### config.mk
export PLATFORM = sky130hd
export DESIGN_NAME = nmr_bstrm_simp_capture
export DESIGN_NICKNAME = d
export VERILOG_FILES = /design/src/rtl/nmr_bstrm_simp_capture.sv
export SDC_FILE = /design/constraint.sdc
export NUM_CORES = 1
export LEC_CHECK = 0
export ABC_AREA = 1
export BUFFER_PORTS_ARGS = -buffer_cell sky130_fd_sc_hd__buf_2
export CAP_MARGIN = 20
export CELL_PAD_IN_SITES_DETAIL_PLACEMENT = 0
export CELL_PAD_IN_SITES_GLOBAL_PLACEMENT = 1
export CORE_AREA = 2 2 186 188
export DETAILED_ROUTE_END_ITERATION = 10
export DIE_AREA = 0 0 188 190
export PLACE_DENSITY_LB_ADDON = 0.1
export SLEW_MARGIN = 20
export SYNTH_ARGS = -nofsm -noshare
export SYNTH_HDL_FRONTEND = slang
export SYNTH_SLANG_ARGS = --single-unit
export TNS_END_PERCENT = 50
### constraint.sdc
create_clock -name CLK -period 3.3 [get_ports CLK]
set_input_delay 0.66 -clock CLK [delete_from_list [all_inputs] [get_ports CLK]]
set_output_delay 0.66 -clock CLK [all_outputs]
set_load 0.05 [all_outputs]
### src/rtl/nmr_bstrm_simp_capture.sv
// Run-length capture of a synchronized 1-bit bitstream into {polarity, length} records,
// drained through a first-word-fall-through FIFO with a valid/ready interface.
module nmr_bstrm_simp_capture #(
  parameter int unsigned DATA_WIDTH  = 32,
  parameter int unsigned FIFO_DEPTH  = 8,
  parameter int unsigned SYNC_STAGES = 2
) (
  input  logic                        CLK,
  input  logic                        RST,
  input  logic                        START,
  input  logic                        STOP,
  output logic                        DPATH_RDY,
  output logic                        DONE,
  input  logic                        BSTRM_IN,
  output logic [DATA_WIDTH-1:0]       DOUT,
  output logic                        DOUT_POL,
  output logic                        DOUT_VALID,
  input  logic                        DOUT_READY,
  output logic                        OVERFLOW,
  output logic [$clog2(FIFO_DEPTH):0] FIFO_LVL
);

  localparam int unsigned PtrW = $clog2(FIFO_DEPTH);
  localparam int unsigned LvlW = PtrW + 1;
  localparam logic [DATA_WIDTH-1:0] CntMax = {DATA_WIDTH{1'b1}};
  localparam logic [LvlW-1:0] LvlFull = LvlW'(FIFO_DEPTH);

  localparam logic [2:0] StIdle  = 3'd0;
  localparam logic [2:0] StArm   = 3'd1;
  localparam logic [2:0] StRun   = 3'd2;
  localparam logic [2:0] StFlush = 3'd3;
  localparam logic [2:0] StDone  = 3'd4;

  logic [2:0]             state_q, state_d;
  logic [SYNC_STAGES-1:0] sync_q;
  logic                   sin;
  logic                   pol_q, pol_d;
  logic [DATA_WIDTH-1:0]  cnt_q, cnt_d;
  logic                   push, push_ok, pop;
  logic                   ovf_q, ovf_d;
  logic                   dpath_rdy_q, done_q;
  logic [DATA_WIDTH:0]    mem_q [FIFO_DEPTH];
  logic [DATA_WIDTH:0]    head;
  logic [PtrW-1:0]        wr_ptr_q, wr_ptr_d, rd_ptr_q, rd_ptr_d;
  logic [LvlW-1:0]        lvl_q, lvl_d;

  always_ff @(posedge CLK) begin
    if (RST) begin
      sync_q <= '0;
    end else begin
      sync_q <= {sync_q[SYNC_STAGES-2:0], BSTRM_IN};
    end
  end

  assign sin = sync_q[SYNC_STAGES-1];

  // The pushed record is always {pol_q, cnt_q}; on saturation cnt_q already equals CntMax.
  always_comb begin
    state_d = state_q;
    pol_d   = pol_q;
    cnt_d   = cnt_q;
    push    = 1'b0;
    case (state_q)
      StIdle: begin
        if (START) state_d = StArm;
      end
      StArm: begin
        pol_d   = sin;
        cnt_d   = DATA_WIDTH'(1);
        state_d = StRun;
      end
      StRun: begin
        if (STOP) begin
          push    = 1'b1;
          state_d = StFlush;
        end else if (sin != pol_q) begin
          push  = 1'b1;
          pol_d = sin;
          cnt_d = DATA_WIDTH'(1);
        end else if (cnt_q == CntMax) begin
          push  = 1'b1;
          cnt_d = DATA_WIDTH'(1);
        end else begin
          cnt_d = cnt_q + DATA_WIDTH'(1);
        end
      end
      StFlush: begin
        if (lvl_q == '0) state_d = StDone;
      end
      StDone: begin
        if (!START) state_d = StIdle;
      end
      default: state_d = StIdle;
    endcase
  end

  // A full FIFO still accepts a push when the head leaves in the same cycle.
  always_comb begin
    pop      = (lvl_q != '0) && DOUT_READY;
    push_ok  = push && ((lvl_q != LvlFull) || pop);
    wr_ptr_d = push_ok ? wr_ptr_q + PtrW'(1) : wr_ptr_q;
    rd_ptr_d = pop ? rd_ptr_q + PtrW'(1) : rd_ptr_q;
    lvl_d    = lvl_q;
    if (push_ok && !pop) begin
      lvl_d = lvl_q + LvlW'(1);
    end else if (!push_ok && pop) begin
      lvl_d = lvl_q - LvlW'(1);
    end
    ovf_d = ovf_q;
    if ((state_q == StIdle) && START) ovf_d = 1'b0;
    if (push && !push_ok) ovf_d = 1'b1;
  end

  always_ff @(posedge CLK) begin
    if (RST) begin
      state_q     <= StIdle;
      pol_q       <= 1'b0;
      cnt_q       <= '0;
      ovf_q       <= 1'b0;
      wr_ptr_q    <= '0;
      rd_ptr_q    <= '0;
      lvl_q       <= '0;
      dpath_rdy_q <= 1'b0;
      done_q      <= 1'b1;
    end else begin
      state_q     <= state_d;
      pol_q       <= pol_d;
      cnt_q       <= cnt_d;
      ovf_q       <= ovf_d;
      wr_ptr_q    <= wr_ptr_d;
      rd_ptr_q    <= rd_ptr_d;
      lvl_q       <= lvl_d;
      dpath_rdy_q <= (state_d == StIdle);
      done_q      <= (state_d == StIdle) || (state_d == StDone);
    end
  end

  always_ff @(posedge CLK) begin
    if (push_ok) mem_q[wr_ptr_q] <= {pol_q, cnt_q};
  end

  assign head       = mem_q[rd_ptr_q];
  assign DOUT_VALID = (lvl_q != '0);
  assign DOUT       = DOUT_VALID ? head[DATA_WIDTH-1:0] : '0;
  assign DOUT_POL   = DOUT_VALID & head[DATA_WIDTH];
  assign FIFO_LVL   = lvl_q;
  assign OVERFLOW   = ovf_q;
  assign DPATH_RDY  = dpath_rdy_q;
  assign DONE       = done_q;

endmodule
==> reports/metrics.yaml <==
cp_max_fo: 57
initial_utilization: 0.394
synth_top_area_cell: "edfxtp_1"
die-area_um2: 35700
yosys_warnings: 0
ir_worst_vdd_uv: 404
end_kind: "primary output"
tns_ns: 0
cts_max_level: 2
gr-total-overflow: 0
grt_util_met3: 0.0275
finalHoldViolations: 0
synth_cell_type_count: 44
fmax_mhz: 319
portBuffers: 46
status: "completed"
fin_skew_ns: 0.0123
avgSynthCellArea_um2: 10.9
die_h_um: 190
antenna_cells: 0
min_path_type: "in -> reg"
vias: 9079
crit_chain: "buf_16 -> nor2_1 -> o32ai_1 -> o21ai_0 -> nor2_1 -> clkbuf_4"
grt_pass1_wl_um: 52700
avgViaCountPerCell: 5.07
worst_pin_slew_ns: 0.709
grt_use_met2: 0.328
grt_max_degree: 58
whs_ns: 0.349
cts_buffers: 36
insertion_delay_ns: 0.51
finalSetupViolations: 0
dp_cells: 1728
cts-root-buf: "clkbuf_16"
antenna_found_initial: 0
gp_congestion: 0.769
powerDensity_nw_per_um2: 792
maxSlewHeadroom: 0.527
core_area_um2: 33900
grtUsageTotal: 0.194
crit_arrival_ns: 2.47
dp_hpwl_um: 20100
syn_to_final_growth_pct: 16.8
path_buf_inv: 2
path_class: "reg -> out"
path_clk_slew_ns: 0.06
drt-total-wl_um: 34100
rows: 68
cpPeakStageDelay_ns: 0.61
cts.sinks: 318
synth_edf_count: 264
cp_data_required_time_ns: 2.64
rsz0062_at_grt: "yes"
cellLeakagePower_nw: 5.33
finalNonFillerCells: 1791
grt_pass1_vias: 8883
top_usage_layer: "met2"
cts_buffer_depth: 3
routedWlPerCell_um: 19.1
slew_violations: 0
finalCritPeriodShare: 0.950
die_width_um: 188
drtAntennaViolNets: 0
synthTopCellsByCount: "nor2_1 (377), edfxtp_1 (264), nand2_1 (115)"
io_pins: 47
drc: 0
synthCells: 1227
critical-path-top-delay-family: "flip-flops"
period_needed_ns: 3.13
finalNetCount: 1324
drt_iter0_drc: 611
synthArstFlopShare: 0
startpoint_type: "register"
drtPass1Iterations: 5
grt_use_met1: 0.264
cts_tree: "built"
netlist_area_um2: 13400
crit_top_cell: "nor2_1"
synth_seq_cells: 318
synth_ff_type: "edfxtp_1"
yosysMostFrequentCell: "nor2_1"
synthTopCellsByArea: "edfxtp_1 (59%), nor2_1 (11%), dfxtp_1 (8.1%)"
cap_violations: 0
seq_area_frac_synth: 0.673
drive_above_1_share: 0.152
synth_top_area_frac: 0.592
slowest_stage: "dfxtp_4"
synth_nets: 1240
-- metal layers --
metal  part of all wire  vias to the layer above  routed length [µm]
met5                  0                        -                   0
met4              0.022                        0                 739
met3              0.038                       54                1300
met2               0.48                      158               16300
met1               0.46                     4402               15800
li1                   -                     4465                   -
-- report_power, final --
part	total (mW)	switching [mW]	internal, mW	leakage, nW
clock	3.71	1.54	2.16	0.518
combinational	4.09	2.99	1.09	2.00
sequential	4.60	0.189	4.41	2.81
-- worst min-delay path, delay by kind of cell --
family,cells,cell delay [ns]
and+or+nand+nor,1,0.06
buffers and inverters,2,0.10
-- cell type report --
| class | count | area (µm²) |
|---|---|---|
| Fill cell | 3156 | 18300 |
| Sequential cell | 318 | 9020 |
| Multi-Input combinational cell | 791 | 3930 |
| Clock buffer | 44 | 931 |
| Timing Repair Buffer | 105 | 812 |
| Tap cell | 455 | 569 |
| Inverter | 59 | 228 |
| Clock inverter | 19 | 151 |
-- sequential cells by signal (all words and copies together), names as in the netlist, named ones only --
name / count
mem_q: 264
pol_q: 1
state_q: 3
FIFO_LVL: 4
DPATH_RDY: 1
rd_ptr_q: 3
OVERFLOW: 1
DONE: 1
wr_ptr_q: 3
sync_q: 2
cnt_q: 32
-- placed cells by master, fill, tap and decap left out, types with 5 or more instances in the layout --
| cell | netlist | layout |
|---|---|---|
| a21oi_1 | 20 | 20 |
| buf_12 | 0 | 9 |
| buf_2 | 21 | 45 |
| buf_4 | 4 | 48 |
| clkbuf_1 | 29 | 8 |
| clkbuf_16 | 0 | 36 |
| clkinv_1 | 0 | 11 |
| dfxtp_1 | 54 | 50 |
| edfxtp_1 | 264 | 264 |
| ha_1 | 6 | 6 |
| inv_1 | 52 | 52 |
| inv_2 | 6 | 5 |
| nand2_1 | 115 | 115 |
| nand2_2 | 7 | 7 |
| nand3_1 | 14 | 14 |
| nand3_2 | 6 | 6 |
| nand4_1 | 10 | 10 |
| nor2_1 | 377 | 373 |
| nor2_2 | 14 | 10 |
| nor2_4 | 2 | 10 |
| nor3_1 | 10 | 10 |
| o21ai_0 | 100 | 100 |
| o21ai_1 | 10 | 10 |
| o32ai_1 | 66 | 66 |
-- kinds of logic after synthesis --
| group | count (synthesis) | share of synthesized area |
|---|---|---|
| simple gates | 573 | 0.181 |
| flops | 318 | 0.673 |
| compound gates | 203 | 0.0964 |
| buf+inv | 118 | 0.0379 |
| xor+xnor | 8 | 0.00523 |
| fa+ha+maj | 7 | 0.00710 |
-- worst paths after layout --
kind	start	end	slack, ns	cells after the start
hold reg to reg	sync_q[0]	sync_q[1]	0.40	2
setup reg to reg	cnt_q[1]	FIFO_LVL[3]	0.39	20
setup / recovery	register	DOUT[31]	0.17	6
hold / removal	BSTRM_IN	sync_q[0]	0.35	3
-- through the flow --
step / total power, mW / cell area, µm² / util / setup WS [ns]
floorplan: 7.67 / 13400 / - / 0.00837
global placement: 8.81 / 14500 / 0.428 / 0.355
detailed placement: 8.80 / 14500 / 0.428 / 0.290
CTS: 12.5 / 15600 / 0.460 / 0.131
global route: 13.0 / 15600 / 0.461 / -0.00159
finish: 12.4 / 15600 / 0.461 / 0.166
-- timing repair --
| action | 4_1_cts | 5_1_grt |
|---|---|---|
| endpoints found under the setup margin | 0 | 5 |
| hold buffers | 0 | 0 |
| buffers inserted | 0 | 0 |
| gates resized for setup | 0 | 5 |
Note: power is estimated with default switching activity, not from simulation.
